<file path="src/rtl/tiny45_alu_seq_if.sv">
// rtl/tiny45_alu_seq_if.sv - request/result and nibble-ALU signal bundle for tiny45_alu_seq
interface tiny45_alu_seq_if;
    logic        start;
    logic        ready;
    logic [3:0]  op;
    logic [31:0] a_in;
    logic [31:0] b_in;
    logic [31:0] result;
    logic        cmp_out;
    logic        result_valid;
    logic [3:0]  alu_op;
    logic [3:0]  alu_a;
    logic [3:0]  alu_b;
    logic        alu_cy_in;
    logic        alu_cmp_in;
    logic [3:0]  alu_d;
    logic        alu_cy_out;
    logic        alu_cmp_res;

    // Environment side: issues operations and provides the combinational ALU.
    modport master (
        output start, op, a_in, b_in, alu_d, alu_cy_out, alu_cmp_res,
        input  ready, result, cmp_out, result_valid,
        input  alu_op, alu_a, alu_b, alu_cy_in, alu_cmp_in
    );

    // Sequencer side.
    modport slave (
        input  start, op, a_in, b_in, alu_d, alu_cy_out, alu_cmp_res,
        output ready, result, cmp_out, result_valid,
        output alu_op, alu_a, alu_b, alu_cy_in, alu_cmp_in
    );
endinterface

</file>
<file path="src/rtl/tiny45_alu_seq.sv">
// rtl/tiny45_alu_seq.sv - nibble-serial operand sequencer around a 4-bit combinational ALU
module tiny45_alu_seq (
    input  logic                   clk,
    input  logic                   rstn,
    tiny45_alu_seq_if.slave        bus
);
    typedef enum logic {IDLE, RUN} state_t;

    state_t      state_q;
    logic [2:0]  cnt_q;
    logic [3:0]  op_q;
    logic [31:0] a_sh_q;
    logic [31:0] b_sh_q;
    logic [31:0] res_sh_q;
    logic [31:0] res_sh_d;
    logic [31:0] result_q;
    logic        carry_q;
    logic        eq_q;
    logic        cmp_q;
    logic        valid_q;
    logic        run;

    assign run      = (state_q == RUN);
    assign res_sh_d = {bus.alu_d, res_sh_q[31:4]};

    assign bus.ready        = (state_q == IDLE);
    assign bus.result       = result_q;
    assign bus.cmp_out      = cmp_q;
    assign bus.result_valid = valid_q;
    assign bus.alu_op       = op_q;
    assign bus.alu_a        = run ? a_sh_q[3:0] : 4'd0;
    assign bus.alu_b        = run ? b_sh_q[3:0] : 4'd0;
    assign bus.alu_cy_in    = run ? carry_q : 1'b0;
    assign bus.alu_cmp_in   = run ? eq_q : 1'b0;

    always_ff @(posedge clk or negedge rstn) begin
        if (!rstn) begin
            state_q  <= IDLE;
            cnt_q    <= 3'd0;
            op_q     <= 4'd0;
            a_sh_q   <= 32'd0;
            b_sh_q   <= 32'd0;
            res_sh_q <= 32'd0;
            result_q <= 32'd0;
            carry_q  <= 1'b0;
            eq_q     <= 1'b0;
            cmp_q    <= 1'b0;
            valid_q  <= 1'b0;
        end else begin
            valid_q <= 1'b0;
            case (state_q)
                IDLE: begin
                    if (bus.start) begin
                        op_q     <= bus.op;
                        a_sh_q   <= bus.a_in;
                        b_sh_q   <= bus.b_in;
                        cnt_q    <= 3'd0;
                        // Subtract-class ops need the +1 of the two's-complement of B.
                        carry_q  <= bus.op[1] | bus.op[3];
                        eq_q     <= 1'b1;
                        state_q  <= RUN;
                    end
                end
                RUN: begin
                    a_sh_q   <= {4'd0, a_sh_q[31:4]};
                    b_sh_q   <= {4'd0, b_sh_q[31:4]};
                    res_sh_q <= res_sh_d;
                    carry_q  <= bus.alu_cy_out;
                    eq_q     <= bus.alu_cmp_res;
                    cnt_q    <= cnt_q + 3'd1;
                    if (cnt_q == 3'd7) begin
                        cmp_q   <= bus.alu_cmp_res;
                        valid_q <= 1'b1;
                        state_q <= IDLE;
                        if (op_q[1:0] == 2'b01)
                            result_q <= 32'd0;
                        else if (op_q[2:1] == 2'b01)
                            result_q <= {31'd0, bus.alu_cmp_res};
                        else
                            result_q <= res_sh_d;
                    end
                end
                default: state_q <= IDLE;
            endcase
        end
    end
endmodule

</file>
<file path="src/flat_wrapper.sv">
// flat-port wrapper written by rule: the top's interface ports become plain ports
module tiny45_alu_seq_flat 
  (clk, rstn, bus_start, bus_op, bus_a_in, bus_b_in, bus_alu_d, bus_alu_cy_out, bus_alu_cmp_res, bus_ready, bus_result, bus_cmp_out, bus_result_valid, bus_alu_op, bus_alu_a, bus_alu_b, bus_alu_cy_in, bus_alu_cmp_in);
  tiny45_alu_seq_if bus_i ();
  input  logic clk;
  input  logic rstn;
  input wire logic [$bits(bus_i.start)-1:0] bus_start;
  input wire logic [$bits(bus_i.op)-1:0] bus_op;
  input wire logic [$bits(bus_i.a_in)-1:0] bus_a_in;
  input wire logic [$bits(bus_i.b_in)-1:0] bus_b_in;
  input wire logic [$bits(bus_i.alu_d)-1:0] bus_alu_d;
  input wire logic [$bits(bus_i.alu_cy_out)-1:0] bus_alu_cy_out;
  input wire logic [$bits(bus_i.alu_cmp_res)-1:0] bus_alu_cmp_res;
  output wire logic [$bits(bus_i.ready)-1:0] bus_ready;
  output wire logic [$bits(bus_i.result)-1:0] bus_result;
  output wire logic [$bits(bus_i.cmp_out)-1:0] bus_cmp_out;
  output wire logic [$bits(bus_i.result_valid)-1:0] bus_result_valid;
  output wire logic [$bits(bus_i.alu_op)-1:0] bus_alu_op;
  output wire logic [$bits(bus_i.alu_a)-1:0] bus_alu_a;
  output wire logic [$bits(bus_i.alu_b)-1:0] bus_alu_b;
  output wire logic [$bits(bus_i.alu_cy_in)-1:0] bus_alu_cy_in;
  output wire logic [$bits(bus_i.alu_cmp_in)-1:0] bus_alu_cmp_in;
  assign bus_i.start = bus_start;
  assign bus_i.op = bus_op;
  assign bus_i.a_in = bus_a_in;
  assign bus_i.b_in = bus_b_in;
  assign bus_i.alu_d = bus_alu_d;
  assign bus_i.alu_cy_out = bus_alu_cy_out;
  assign bus_i.alu_cmp_res = bus_alu_cmp_res;
  assign bus_ready = bus_i.ready;
  assign bus_result = bus_i.result;
  assign bus_cmp_out = bus_i.cmp_out;
  assign bus_result_valid = bus_i.result_valid;
  assign bus_alu_op = bus_i.alu_op;
  assign bus_alu_a = bus_i.alu_a;
  assign bus_alu_b = bus_i.alu_b;
  assign bus_alu_cy_in = bus_i.alu_cy_in;
  assign bus_alu_cmp_in = bus_i.alu_cmp_in;
  tiny45_alu_seq u_core (.clk(clk), .rstn(rstn), .bus(bus_i));
endmodule
</file>
<file path="config.mk">
export PLATFORM = sky130hd
export DESIGN_NAME = tiny45_alu_seq_flat
export DESIGN_NICKNAME = d
export VERILOG_FILES = /design/src/rtl/tiny45_alu_seq_if.sv /design/src/rtl/tiny45_alu_seq.sv /design/src/flat_wrapper.sv
export SDC_FILE = /design/constraint.sdc
export NUM_CORES = 1
export LEC_CHECK = 0
export ABC_CLOCK_PERIOD_IN_PS = 1800
export CORE_AREA = 2 2 109 111
export CTS_CLUSTER_DIAMETER = 40
export DETAILED_ROUTE_END_ITERATION = 10
export DIE_AREA = 0 0 111 113
export GPL_ROUTABILITY_DRIVEN = 0
export PLACE_DENSITY = 0.79
export SETUP_SLACK_MARGIN = 0.4
export SYNTH_ARGS = -nofsm -noshare
export SYNTH_HDL_FRONTEND = slang
export SYNTH_SLANG_ARGS = --single-unit
export TNS_END_PERCENT = 100
</file>
<file path="constraint.sdc">
create_clock -name clk -period 1.8 [get_ports clk]
set_input_delay 0.27 -clock clk [delete_from_list [all_inputs] [get_ports clk]]
set_output_delay 0.27 -clock clk [all_outputs]
set_load 0.02 [all_outputs]
</file>
* Yosys cells after proc, flatten, opt, wreduce, memory -nomap -nowiden
Cells that the tools add are included.
** Operators by class
- $add $sub $neg :: 1
- Equality and inequality tests :: 4
- Multiplexer cells :: 21
- Bitwise gates (word level) :: 2
- Reduce and logical (&&, ||, !) cells :: 2
** Operator list (number)
- two-way mux 32 bit :: 4
- one-hot mux 32 bit (2 select lines) :: 2
- two-way mux 1 bit :: 8
- two-way mux 4 bit :: 2
- one-hot mux 1 bit (2 select lines) :: 3
- one-hot mux 3 bit (2 select lines) :: 1
- equality test 2 x 1 -> 1 bit (second input constant) :: 2
- AND reduction 2 bit :: 2
- adder 3 x 1 -> 3 bit (second input constant) :: 1
- equality test 3 bit (second input constant) :: 1
- two-way mux 3 bit :: 1
- inequality test 2 bit (second input constant) :: 1
- inverter 1 bit :: 1
- bitwise OR 1 bit :: 1
** Storage, ports and cells
- Register bits :: 140
- Logic and storage cells :: 41

* Logic depth before layout (Yosys ltp)
- Word-level depth :: 3
- Mapped depth :: 6
- Mapped depth without buffers :: 5

* Worst setup path after synthesis
OpenSTA, ideal clock, no wires.
- Path kind :: reg2reg
- Start point :: register u_core.cnt_q[0]
- End point :: register u_core.result_q[10] (netlist: u_core.bus.result[10])
- Data arrival time :: 1353 ps
- Path slack :: 382 ps
- Cell stages (with the launch flop) :: 6
- Clock period less this slack :: 1418 ps
- Cells stage by stage :: dfrtp_1 ha_1 ha_1 nand2_4 clkbuf_1 a22o_1
** On the way
- Word-level cells in the longest chain between the ends :: 2
** Ends and longest elaborated chain
- start, declared :: line tiny45_alu_seq.sv:10 : logic [2:0] cnt_q;
- start signal, assigned :: line tiny45_alu_seq.sv:70 : cnt_q <= cnt_q + 3'd1;
- equality test 3 bit :: line tiny45_alu_seq.sv:71 : if (cnt_q == 3'd7) begin
- AND reduction 2 bit (no line)
- end signal, assigned :: line tiny45_alu_seq.sv:78 : result_q <= {31'd0, bus.alu_cmp_res};
- end signal, assigned :: line tiny45_alu_seq.sv:80 : result_q <= res_sh_d;
- end, declared :: line tiny45_alu_seq.sv:16 : logic [31:0] result_q;
No other way between the ends.
A chain may end at the register's enable or synchronous reset.

* Final worst setup path
- Start point :: register u_core.state_q (netlist: u_core.run)
- End point :: output bus_alu_a[0]
** On the way
- Word-level cells in the longest chain between the ends :: 1
** Ends and longest elaborated chain
- start, declared :: line tiny45_alu_seq.sv:9 : state_t state_q;
- start signal, assigned :: line tiny45_alu_seq.sv:38 : state_q <= IDLE;
- start signal, assigned :: line tiny45_alu_seq.sv:61 : state_q <= RUN;
- start signal, assigned :: line tiny45_alu_seq.sv:74 : state_q <= IDLE;
- two-way mux 4 bit :: line tiny45_alu_seq.sv:31 : assign bus.alu_a = run ? a_sh_q[3:0] : 4'd0;
- end, declared :: line flat_wrapper.sv:19 : output wire logic [$bits(bus_i.alu_a)-1:0] bus_alu_a;
No other way between the ends.

==> impl_results.md <==
* Status: finished, final reports clean
* DRT iter0 DRCs at 195
* Max-slew headroom at 0.700
* RR Endpoint: u_core.bus.result[17]
* Core ar. at 11,300 sq um
* Sw power at 4.80 mW
* Startpoint Class: flop
* Cell Area, Synth at 5600 sq um
* I/O pin count at 126
* First-pass GRT wire length at 22,300 microns
* DP Area at 7000 sq um
* Leak Pwr at 3.75 nW
* Switching part of the total at 0.339
* Hold WC Path Type: in2reg
* Final Non-Filler Cells at 755
* Maximum number of pins on one net before global-route repair at 84
* Setup TNS at 0 ns
* Fmax at 614 MHz
* Worst r2r path cells at 8
* I/O Buffers at 125
* Tmin final at 1.63 ns
* Synthesized net count at 531
* Library cells used by synthesis at 20
* CTS sink count at 136
* Vias post-DR at 4,079
* Sequential area share after synthesis at 0.607
* Fin. max-slew vios at 0
* First-pass DRT Iterations at 5
* Clk root buf: clkbuf_16
* Detail Placement HPWL at 7880 microns
* Mapped Avg Cell Area at 12.4 sq um
* Cells after synthesis at 452
* Clock share of power at 0.252
* Combinational share of power at 0.383
* Delay of the slowest critical-path stage at 0.52 ns
* Initial Util at 0.497
* Total Routing Usage GR at 0.229
* Setup CP Type: reg2out
* CP Max Fanout at 6
* Synth area leaders: dfrtp_1 61%, mux2i_1 12%, mux2_2 6.6%
* CP top delay family: flip-flops
* #FFs+latches synth at 136
* CP Depth at 3
* Nets at 678
* Site Rows at 39
* WL/cell at 18.9 microns
* Die X at 111 microns
* Clk buf depth at 2
* Area growth from synthesis to layout at 42.4%
* Max-cap violations at 0
* Vias in the first global route at 4,303
* Cell Chain, Critical Path: clkbuf_16 -> and2_4 -> buf_6
* Layout cell share with drive strength beyond 1 at 0.270
* Register share of total power at 0.365
* Die Area at 12,500 sq um
* Most common cell after layout, fill and taps aside: dfrtp_1
* Critical Path Sink: bus_alu_a[0]
* Final setup viols at 0
* Placed cells at 698
* Synth Warn # at 0
* Htree depth at 4
* Req. time, crit path at 1.53 ns
* Slowest CP cell: dfrtp_4
* Yosys top cell by area: dfrtp_1
* Fillcell total at 771
* CTS tree: built
* Worst Path Arrival at 1.36 ns
* Grt total ovfl at 0
* TritonCTS Buffers at 17
* R2r startpoint: u_core.cnt_q[0]
* DRT Wirelength at 14,300 microns
* Post-route ant nets at 0
* Height of the chip at 113 microns
* Nature of the critical path endpoint: primary output
* Worst Skew at 0.0111 ns
* Buffer and inverter count on the worst path at 2
* Commonest non-fill, non-tap cells in the layout: 135 x dfrtp_1, 74 x clkdlybuf4s50_1, 65 x mux2i_1
* Clock Latency Late Sink at 0.42 ns
* RSZ-0062 raised after global routing: true
* Post-detailed-route DRC marker count at 0
* Cell Int Power at 9.37 mW
* Ant diodes at 0
* Final Hold Vio Count at 0
* CP Launch Point: u_core.run
* R2r setup slk at 0.22 ns
* Design Area, Final at 7980 sq um
* VDD IR-drop max at 0.00144 V
* DR vias/cell at 5.40
* Power Density at 1780 nW/um^2
* Worst Hold Path Cells at 3
* Yosys top cell area share at 0.607
* Period Utilization, post-route at 0.904
* Clock Pin Slew Worst Setup and Hold Paths at 0.06 ns
* Worst-margin pin slew at 0.451 ns
* Initial antenna violation count at 0
## layer usage
layer | vias up | GRT usage | wire length [microns]
li1 | 1889 | - | -
met1 | 2046 | 0.294 | 6160
met2 | 136 | 0.354 | 6990
met3 | 8 | 0.108 | 1070
met4 | 0 | 0.0617 | 82
met5 | - | 0 | 0
## power groups by stage
stage | sequential, mW | clock (mW) | combinational (mW)
2_1_floorplan | 5.35 | 0 | 2.50
3_3_place_gp | 5.08 | 0 | 4.48
3_5_place_dp | 5.12 | 0 | 4.64
4_1_cts | 5.11 | 3.63 | 4.76
5_1_grt | 5.31 | 3.79 | 5.86
6_report | 5.17 | 3.58 | 5.42
## area by class of cell
cell class,instances,area [sq um],share of cell area
inverter,3,11.3,0.00141
clock inverter,14,181,0.0227
multi-input combinational,282,2120,0.265
clock buffer,18,429,0.0538
sequential,136,3410,0.427
tap,143,179,0.0224
timing repair buffer,159,1660,0.208
## worst min path at each step
stage,slack [ns],startpoint,to
6_report,0.22,bus_start,u_core.run
5_1_grt,0.21,bus_start,u_core.run
4_1_cts,0.18,bus_start,u_core.run
3_5_place_dp,0.23,rstn,u_core.a_sh_q[25]
3_3_place_gp,0.23,rstn,u_core.a_sh_q[21]
2_1_floorplan,-0.03,rstn,u_core.a_sh_q[0]
## Yosys cell counts, drive strengths merged
| cell type | count |
|---|---|
| nor2b | 2 |
| ha | 2 |
| nand2b | 1 |
| clkbuf | 11 |
| nand2 | 60 |
| mux2 | 33 |
| inv | 3 |
| nor3 | 1 |
| mux2i | 65 |
| dfrtp | 136 |
| buf | 21 |
| o22ai | 1 |
| and2 | 10 |
| nand3 | 1 |
| o31ai | 1 |
| nor2 | 12 |
| o21ai | 59 |
| a22o | 33 |
## timing repair
| item | CTS | global route |
|---|---|---|
| gates cloned | 3 | 5 |
| pin swaps | 4 | 11 |
| hold buffers | 1 | 0 |
| buffers inserted | 11 | 5 |
| gates resized for setup | 138 | 93 |
| endpoints found under the hold margin | 45 | 0 |
| setup endpoints to repair | 135 | 126 |
## logic make-up (layout without fill, tap and decap cells)
kind of cell | after synthesis | count (layout) | share of synthesized area
flip-flops | 136 | 136 | 0.607
multiplexers | 98 | 98 | 0.182
AO/OA/AOI/OAI | 94 | 94 | 0.107
AND/OR/NAND/NOR | 87 | 88 | 0.0679
buffers and inverters | 35 | 194 | 0.0313
adder cells (fa/ha/maj) | 2 | 2 | 0.00446
## worst reg2reg max path, stage by stage, from the launching register on
cell and delay, ns:
dfrtp_1 0.38, ha_2 0.21, ha_4 0.18, nand2_8 0.07, buf_6 0.10, nor3_4 0.04, buf_6 0.13, buf_12 0.13
a22o_1 0.22
## state kept, by name (all words and copies together), names as in the netlist, 3 cells and up
signal	count
u_core.a_sh_q	32
u_core.b_sh_q	32
u_core.bus.alu_op	4
u_core.bus.result	32
u_core.cnt_q	3
u_core.res_sh_q	28
## through the flow
step	hold slack, ns	utilization	setup WS [ns]	power [mW]
floorplan	-0.0256	-	0.405	7.85
global placement	0.230	0.621	-0.204	9.56
detailed placement	0.233	0.621	-0.311	9.76
CTS	0.185	0.691	0.144	13.5
global route	0.207	0.708	0.132	15.0
finish	0.217	0.708	0.172	14.2
No activity file was read; power rests on OpenSTA's default activity.
